<file path="src/rtl/shifter_operand_pipe.sv">
// shifter_operand_pipe: pipelined ARM shifter operand (n) and carry-out.
// Ports: clk, reset (async, active-high); in_valid/in_ready with rm,
// rs_amt, imm, mode, c_in; out_valid/out_ready with n, c_out.
module shifter_operand_pipe #(
  parameter int WIDTH  = 32,
  parameter int STAGES = 2
) (
  input  logic             clk,
  input  logic             reset,
  input  logic             in_valid,
  output logic             in_ready,
  input  logic [WIDTH-1:0] rm,
  input  logic [7:0]       rs_amt,
  input  logic [11:0]      imm,
  input  logic [1:0]       mode,
  input  logic             c_in,
  output logic             out_valid,
  input  logic             out_ready,
  output logic [WIDTH-1:0] n,
  output logic             c_out
);
  localparam int W  = WIDTH;
  localparam int LW = $clog2(WIDTH);
  localparam logic [8:0] WV = 9'(WIDTH);

  typedef logic [LW-1:0] sh_t;

  // Every operation becomes: rotate v right by r, keep bits where m
  // is set, fill the rest with f. c is resolved up front.
  typedef struct packed {
    logic [W-1:0] v;
    sh_t          r;
    logic [W-1:0] m;
    logic         f;
    logic         c;
  } bun_t;

  logic              adv;
  logic [STAGES-1:0] vld_q;
  logic [STAGES-1:0] vld_d;
  logic [W-1:0]      n_q;
  logic              c_q;

  logic [1:0]   ty;
  logic [7:0]   amt;
  logic [7:0]   rot8;
  sh_t          irot;
  sh_t          al;
  sh_t          ai;
  sh_t          ni;
  logic         lt;
  logic         eq;
  logic [W-1:0] i8;
  bun_t         dec;

  always_comb begin
    ty   = imm[6:5];
    rot8 = {3'b000, imm[11:8], 1'b0};
    irot = rot8[LW-1:0];
    i8   = W'(imm[7:0]);
    // LSR/ASR #0 encode a shift by the full width
    if (mode == 2'b01) begin
      if (imm[11:7] == 5'd0 && ty inside {2'b01, 2'b10})
        amt = 8'(WIDTH);
      else
        amt = {3'b000, imm[11:7]};
    end else begin
      amt = rs_amt;
    end
    al = amt[LW-1:0];
    ai = al - sh_t'(1);
    ni = -al;
    lt = {1'b0, amt} < WV;
    eq = {1'b0, amt} == WV;

    dec   = '0;
    dec.v = rm;
    dec.m = {W{1'b1}};
    dec.c = c_in;
    unique case (mode)
      2'b00: begin
        dec.v = i8;
        dec.r = irot;
        if (irot != '0)
          dec.c = i8[irot - sh_t'(1)];
      end
      2'b11: begin
        dec.v = W'(imm);
      end
      default: begin
        if (mode == 2'b01 && ty == 2'b11 && imm[11:7] == 5'd0) begin
          dec.v = {c_in, rm[W-1:1]};
          dec.c = rm[0];
        end else if (amt != 8'd0) begin
          unique case (ty)
            2'b00: begin
              // LSL k is a right-rotate by W-k with the low k bits cleared
              if (lt) begin
                dec.r = ni;
                dec.m = {W{1'b1}} << al;
                dec.c = rm[ni];
              end else begin
                dec.m = '0;
                dec.c = eq & rm[0];
              end
            end
            2'b01: begin
              if (lt) begin
                dec.r = al;
                dec.m = {W{1'b1}} >> al;
                dec.c = rm[ai];
              end else begin
                dec.m = '0;
                dec.c = eq & rm[W-1];
              end
            end
            2'b10: begin
              dec.f = rm[W-1];
              if (lt) begin
                dec.r = al;
                dec.m = {W{1'b1}} >> al;
                dec.c = rm[ai];
              end else begin
                dec.m = '0;
                dec.c = rm[W-1];
              end
            end
            2'b11: begin
              dec.r = al;
              dec.c = (al == '0) ? rm[W-1] : rm[ai];
            end
          endcase
        end
      end
    endcase
  end

  assign adv      = !vld_q[STAGES-1] || out_ready;
  assign in_ready = adv;

  always_comb begin
    vld_d = (vld_q << 1) | STAGES'(in_valid);
  end

  always_ff @(posedge clk or posedge reset) begin
    if (reset)
      vld_q <= '0;
    else if (adv)
      vld_q <= vld_d;
  end

  bun_t sb [STAGES];
  assign sb[0] = dec;

  for (genvar s = 0; s < STAGES; s++) begin : g_st
    localparam int LO = s * LW / STAGES;
    localparam int HI = (s + 1) * LW / STAGES;
    bun_t d;

    always_comb begin
      d = sb[s];
      for (int l = 0; l < LW; l++) begin
        if (l >= LO && l < HI && d.r[l])
          d.v = (d.v >> (1 << l)) | (d.v << (W - (1 << l)));
      end
    end

    if (s < STAGES - 1) begin : g_mid
      bun_t q;
      always_ff @(posedge clk or posedge reset) begin
        if (reset)
          q <= '0;
        else if (adv)
          q <= d;
      end
      assign sb[s+1] = q;
    end else begin : g_last
      always_ff @(posedge clk or posedge reset) begin
        if (reset) begin
          n_q <= '0;
          c_q <= 1'b0;
        end else if (adv) begin
          n_q <= (d.v & d.m) | (~d.m & {W{d.f}});
          c_q <= d.c;
        end
      end
    end
  end

  assign out_valid = vld_q[STAGES-1];
  assign n         = n_q;
  assign c_out     = c_q;

endmodule

</file>
<file path="config.mk">
export PLATFORM = sky130hd
export DESIGN_NAME = shifter_operand_pipe
export DESIGN_NICKNAME = d
export VERILOG_FILES = /design/src/rtl/shifter_operand_pipe.sv
export SDC_FILE = /design/constraint.sdc
export NUM_CORES = 1
export LEC_CHECK = 0
export CORE_MARGIN = 3
export CORE_UTILIZATION = 60
export CTS_CLUSTER_SIZE = 30
export DETAILED_ROUTE_END_ITERATION = 7
export DONT_BUFFER_PORTS = 1
export GPL_TIMING_DRIVEN = 0
export PLACE_DENSITY = 0.83
export SLEW_MARGIN = 20
export SYNTH_ARGS = -nofsm -noshare
export SYNTH_HDL_FRONTEND = slang
export SYNTH_SLANG_ARGS = --single-unit
</file>
<file path="constraint.sdc">
create_clock -name clk -period 3.5 [get_ports clk]
set_input_delay 0.35 -clock clk [delete_from_list [all_inputs] [get_ports clk]]
set_output_delay 0.35 -clock clk [all_outputs]
set_load 0.01 [all_outputs]
</file>
Word level (Yosys, flattened, before mapping)
Cells that the tools add are included.
Word-level totals
  bits in registers: 106
  output and inout bits: 35
  word-level logic and storage cells: 83
Operators by class
  add/subtract/negate cells: 3
  $lt $le $gt $ge: 4
  eq/ne operators: 6
  shift-type cells: 2
  muxes and demuxes: 34
  bitwise gates (word level): 12
  reductions and logical operators: 14
Operators with widths (count)
  32-bit 2-to-1 mux: 8
  32-bit case mux with 2 select lines: 2
  32-bit AND: 2
  39-bit 2-to-1 mux: 1
  38-bit 2-to-1 mux: 1
  33-bit 2-to-1 mux: 1
  32-bit NOT: 1
  16-bit by 32-bit OR with 32-bit output: 1
  24-bit by 32-bit OR with 32-bit output: 1
  28-bit by 32-bit OR with 32-bit output: 1
  30-bit by 32-bit OR with 32-bit output: 1
  31-bit by 32-bit OR with 32-bit output: 1
  32-bit OR: 1
  32-bit by 5-bit << shifter with 32-bit output (first input constant): 1
  32-bit by 5-bit right shift with 32-bit output (first input constant): 1
  5-bit by 6-bit less-than comparator with 1-bit output (second input constant): 3
  1-bit binary-select mux with 5-bit select: 3
  5-bit case mux with 3 select lines: 1
  5-bit logical NOT: 2
  1-bit 2-to-1 mux: 10
  5-bit 2-to-1 mux: 2
  5-bit case mux with 2 select lines: 1
  5-bit by 1-bit subtractor with 5-bit output (second input constant): 2
  8-bit by 6-bit equality test with 1-bit output (second input constant): 1
  other kinds (18): 26

Logic depth before layout (Yosys ltp)
  word-level depth: 16
  depth in mapped cells: 15
  gate-level depth less buffers: 12

Worst setup path before layout
No wires, ideal clock.
  path kind: input port to flip-flop
  start point: in mode[1]
  end point: reg g_st[0].g_mid.q[0] in the netlist's numbering
  arrival time: 3.629 ns
  required time: 3.370 ns
  setup slack: -0.259 ns
  cell stages on the path: 14
  cell sequence: inv_1 -> ha_1 -> buf_6 -> buf_2 -> mux2i_1 -> clkbuf_1 -> inv_1 -> ha_1 -> clkbuf_1 -> mux4_2 -> mux4_2 -> a22o_1 -> o41ai_2 -> a21oi_1
On the way
  word-level cells in the longest chain between the ends: 10
Ends and longest elaborated chain
  from (decl): RTL line 15  | input logic [1:0] mode,
  2-bit by 1-bit equality test with 1-bit output: RTL line 62, 91
  8-bit 2-to-1 mux: RTL line 62  | if (mode == 2'b01) begin
  5-bit by 1-bit subtractor with 5-bit output / 5-bit negation (equally long branches): RTL line 71, 72
  1-bit binary-select mux with 5-bit select (on tied branches)
  1-bit 2-to-1 mux (on tied branches) (2 in a row)
  1-bit case mux with 4 select lines: RTL line 95  | unique case (ty)
  39-bit 2-to-1 mux: RTL line 94  | end else if (amt != 8'd0) begin
  1-bit 2-to-1 mux: RTL line 91  | if (mode == 2'b01 && ty == 2'b11 && imm[11:7] == 5'd0) begin
  1-bit case mux with 2 select lines (*): RTL line 80  | unique case (mode)
  to (signal assigned): RTL line 172  | q <= '0;
  to (signal assigned): RTL line 174  | q <= d;
  to (decl): RTL line 169  | bun_t q;
Mark *: on every way between the ends. The rest lies on a longest branch, timed or not. The select of a mux whose other input is x is not followed.
A chain may end at the register's enable or synchronous reset.

Worst setup path after layout
Ends and elaborated chain as after synthesis.

==> metrics <==
status=finished clean; DR WL/cell=23.67 um; CP startpoint kind=input port; Worst Path Required=around 3.7 ns; Die Y=123.4 um; top cells by area, synth=dfrtp_1 (31%), mux2i_1 (12%), mux4_2 (11%), o21ai_0 (7.2%), nand2_1 (6.1%); TritonRoute pass-1 iters=5; pwr dens=479.3 nW/um2; final setup fails=0; initial antenna violation count=0; largest family of logic cells by synthesized area=multiplexers; post-synthesis net count=961; critical path capture point=g_st[0].g_mid.q[0]; vias per cell=slightly below 7; vias in the first global route=between 7000 and 8000; Via Count=about 7400; Least-Margin Pin Slew=0.9125 ns; placed cell count=approximately 1100; Critical Path Start=mode[1]; Worst Hold Class=input port to register; Overflow after GRT=0; arrival time worst endpoint=approximately 3.4 ns; WS Path Type=input port to register; Sequential Power Share=a little over two fifths; reg2reg end=g_st[0].g_mid.q[36]; critical path's slowest cell=mux4_2; Slowest Stage Delay on Critical Path=around 0.53 ns; H-tree levels=3; post-synthesis compound-gate area fraction=about a fifth; post-synthesis adder-cell area fraction=between 1.5 and 2%; asr flop ratio synth=100.0%; row count=between 40 and 50; Worst setup EP type=register; Synth Warn #=0; R2R setup slack=0.54 ns; Starting Density=61.90%; layout cells sized above 1=12.90%; worst path cell trace=inv_1, ha_1, buf_6, mux2i_4, clkbuf_8, inv_1, ha_1, clkbuf_2, mux4_1, mux4_2, a22o_1, o41ai_2, a21oi_1; EDFF count, synth=0; DRT iter0 DRCs=767; TNS Setup=0 ns; max-cap violation count=0; Final Cycle Share=about 90%; clk_skew=0.01376 ns; first-pass GRT wire length=39.90 mm; Detailed Place HPWL=slightly below 20 mm; internal power=2.592 mW; Hold Violations, Final=0; Nets=approximately 970; Pins Over Slew Limit=0; Port Buf Inserts=0; antenna fix cells=0; count leader, synth=nand2_1; XOR/XNOR Fraction of Synth Area=0.3180%; Synth Flop Type=dfrtp_1; fmax=about 310 MHz; Slew headroom=around 39%; switch share=about two fifths; CTS buffer count=9; residual DRC count=0; maximum VDD drop=0.2706 mV; register bit total from synthesis=between 100 and 150; Fill cells=1113; R2R cell count=7; HP Start=in_valid; CTS root buf=clkbuf_16; CTS tree=built; Clock Power Share=a little under a quarter; Gate power share=34.1%; simple logic cell fraction of the synthesized area=13.40%; post-synthesis sequential area ratio=31.50%; I/O pin count=94; Cells after Synth=approximately 890; Synth cell types=between 60 and 70; global placement routability congestion=between 1 and 1.5; Die ar.=~15000 um2; clk slew on worst S/H paths=0.08 ns; clk_lat worst skew=~0.35 ns; synth-to-layout area growth=7.011%; core area=about 13000 um2; switching pwr=1.646 mW; post-detailed-route count of antenna-violating nets=0; die width=123.4 um; Tmin final=around 3.2 ns; Yosys top cell by area=dfrtp_1; CTS Buffer Depth=2; commonest cells in the netlist=nand2_1 (135), o21ai_0 (119), dfrtp_1 (104); CTS sink count=~100; Syn Area/Cell=9.295 um2; multiplexer share of the synthesized area=a little under 30%; static leakage=roughly 3.5 nW; CP max FO=19; largest net degree at the start of global routing=between 60 and 70; Cell Area, Synth=just over 8000 um2; RSZ-0062 raised after global routing=false; Util after Layout=between 60% and 70%; Synth top area share=between 30% and 40%; Finished Layout Cells=1083; total track usage=34.45%; RR Startpoint=vld_q[1]; Routed WL=roughly 26 mm
-- how the worst min path moves through the flow --
stage,endpoint,cells after the start
CTS,vld_q[0],2
detailed placement,n[10],1
global placement,vld_q[0],2
global route,vld_q[0],2
finish,vld_q[0],2
floorplan,vld_q[0],2
-- critical path, delay by kind of cell --
kind | cells | cell delay [ns]
multiplexers | 3 | 1.13
buffers and inverters | 5 | 0.90
AO/OA/AOI/OAI | 3 | 0.58
adder cells (fa/ha/maj) | 2 | 0.48
-- logic make-up (layout without fill, tap and decap cells) --
family          count (synthesis)  after routing
simple gates                  249            249
mux                           177            177
compound gates                254            254
fa+ha+maj                      13             13
xor+xnor                        3              3
buf+inv                        89            107
flops                         104            104
-- sequential cells by signal (all words and copies together) (netlist names) --
name,count
c_out,1
n,32
vld_q,2
g_st.g_mid.q,69
-- power by group through the flow --
stage / clock (mW) / combinational, mW / sequential (mW)
after floorplan: 0 / 1.06 / 1.71
after CTS: 0.993 / 1.42 / 1.80
after detailed placement: 0 / 1.41 / 1.82
after global routing: 1.05 / 1.57 / 1.84
after global placement: 0 / 1.37 / 1.80
final: 0.989 / 1.44 / 1.81
-- final cells by class --
cell class / instances / area [um2] / area share (%)
buffer: 69 / 296.5 / 3.354
clock buffer: 10 / 229.0 / 2.590
clock inverter: 6 / 61.31 / 0.6934
inverter: 19 / 78.83 / 0.8915
multi-input combinational: 696 / 5309 / 60.04
sequential: 104 / 2603 / 29.43
tap: 176 / 220.2 / 2.490
timing repair buffer: 3 / 45.04 / 0.5094
-- timing repair --
item                                    CTS  global route
pin swaps                                 0             0
hold buffers                              1             0
endpoints found under the setup margin   22             8
buffers inserted                          1             0
resized for setup                         3             0
hold endpoints to repair                 38             0
-- metrics by stage --
step                      cell area (um2)  total power [mW]  hold WS (ns)  setup slack (ns)
after global routing                 8842             4.464        0.1463            0.1227
after CTS                            8847             4.214        0.1386            0.1242
after detailed placement             8522             3.230        0.2270           -0.6495
after global placement               8489             3.166        0.4563           -0.6245
final                                8842             4.238        0.1392            0.3028
after floorplan                      8269             2.779        0.4300           0.05480
-- layout by cell type (no fill, tap or decap), types with 3 or more instances in the layout --
| cell | count |
|---|---|
| a211o_1 | 4 |
| a21oi_1 | 38 |
| a221oi_1 | 6 |
| a22o_1 | 3 |
| a22oi_1 | 11 |
| a2bb2oi_1 | 9 |
| a31oi_1 | 12 |
| a32oi_1 | 8 |
| buf_1 | 8 |
| buf_2 | 9 |
| clkbuf_1 | 49 |
| clkbuf_16 | 9 |
| dfrtp_1 | 104 |
| ha_1 | 13 |
| inv_1 | 17 |
| mux2_2 | 33 |
| mux2i_1 | 97 |
| mux4_1 | 6 |
| mux4_2 | 39 |
| nand2_1 | 135 |
| nand2b_1 | 4 |
| nand3_1 | 4 |
| nand3b_1 | 3 |
| nand4_1 | 4 |
| nor2_1 | 53 |
| nor2b_1 | 22 |
| nor3_1 | 6 |
| o21ai_0 | 119 |
| o221ai_1 | 3 |
| o22a_1 | 9 |
| o22ai_1 | 5 |
| o32a_1 | 5 |
| xnor2_1 | 3 |
-- metal layers --
layer | global-route usage, % | up-vias | wire length (um)
li1 | - | 3345 | -
met3 | 6.267 | 76 | 2394
met4 | 11.76 | 0 | 977
met2 | 57.22 | 468 | 12280
met5 | 0 | - | 0
met1 | 45.57 | 3557 | 9988
No activity file was read; power rests on OpenSTA's default activity.
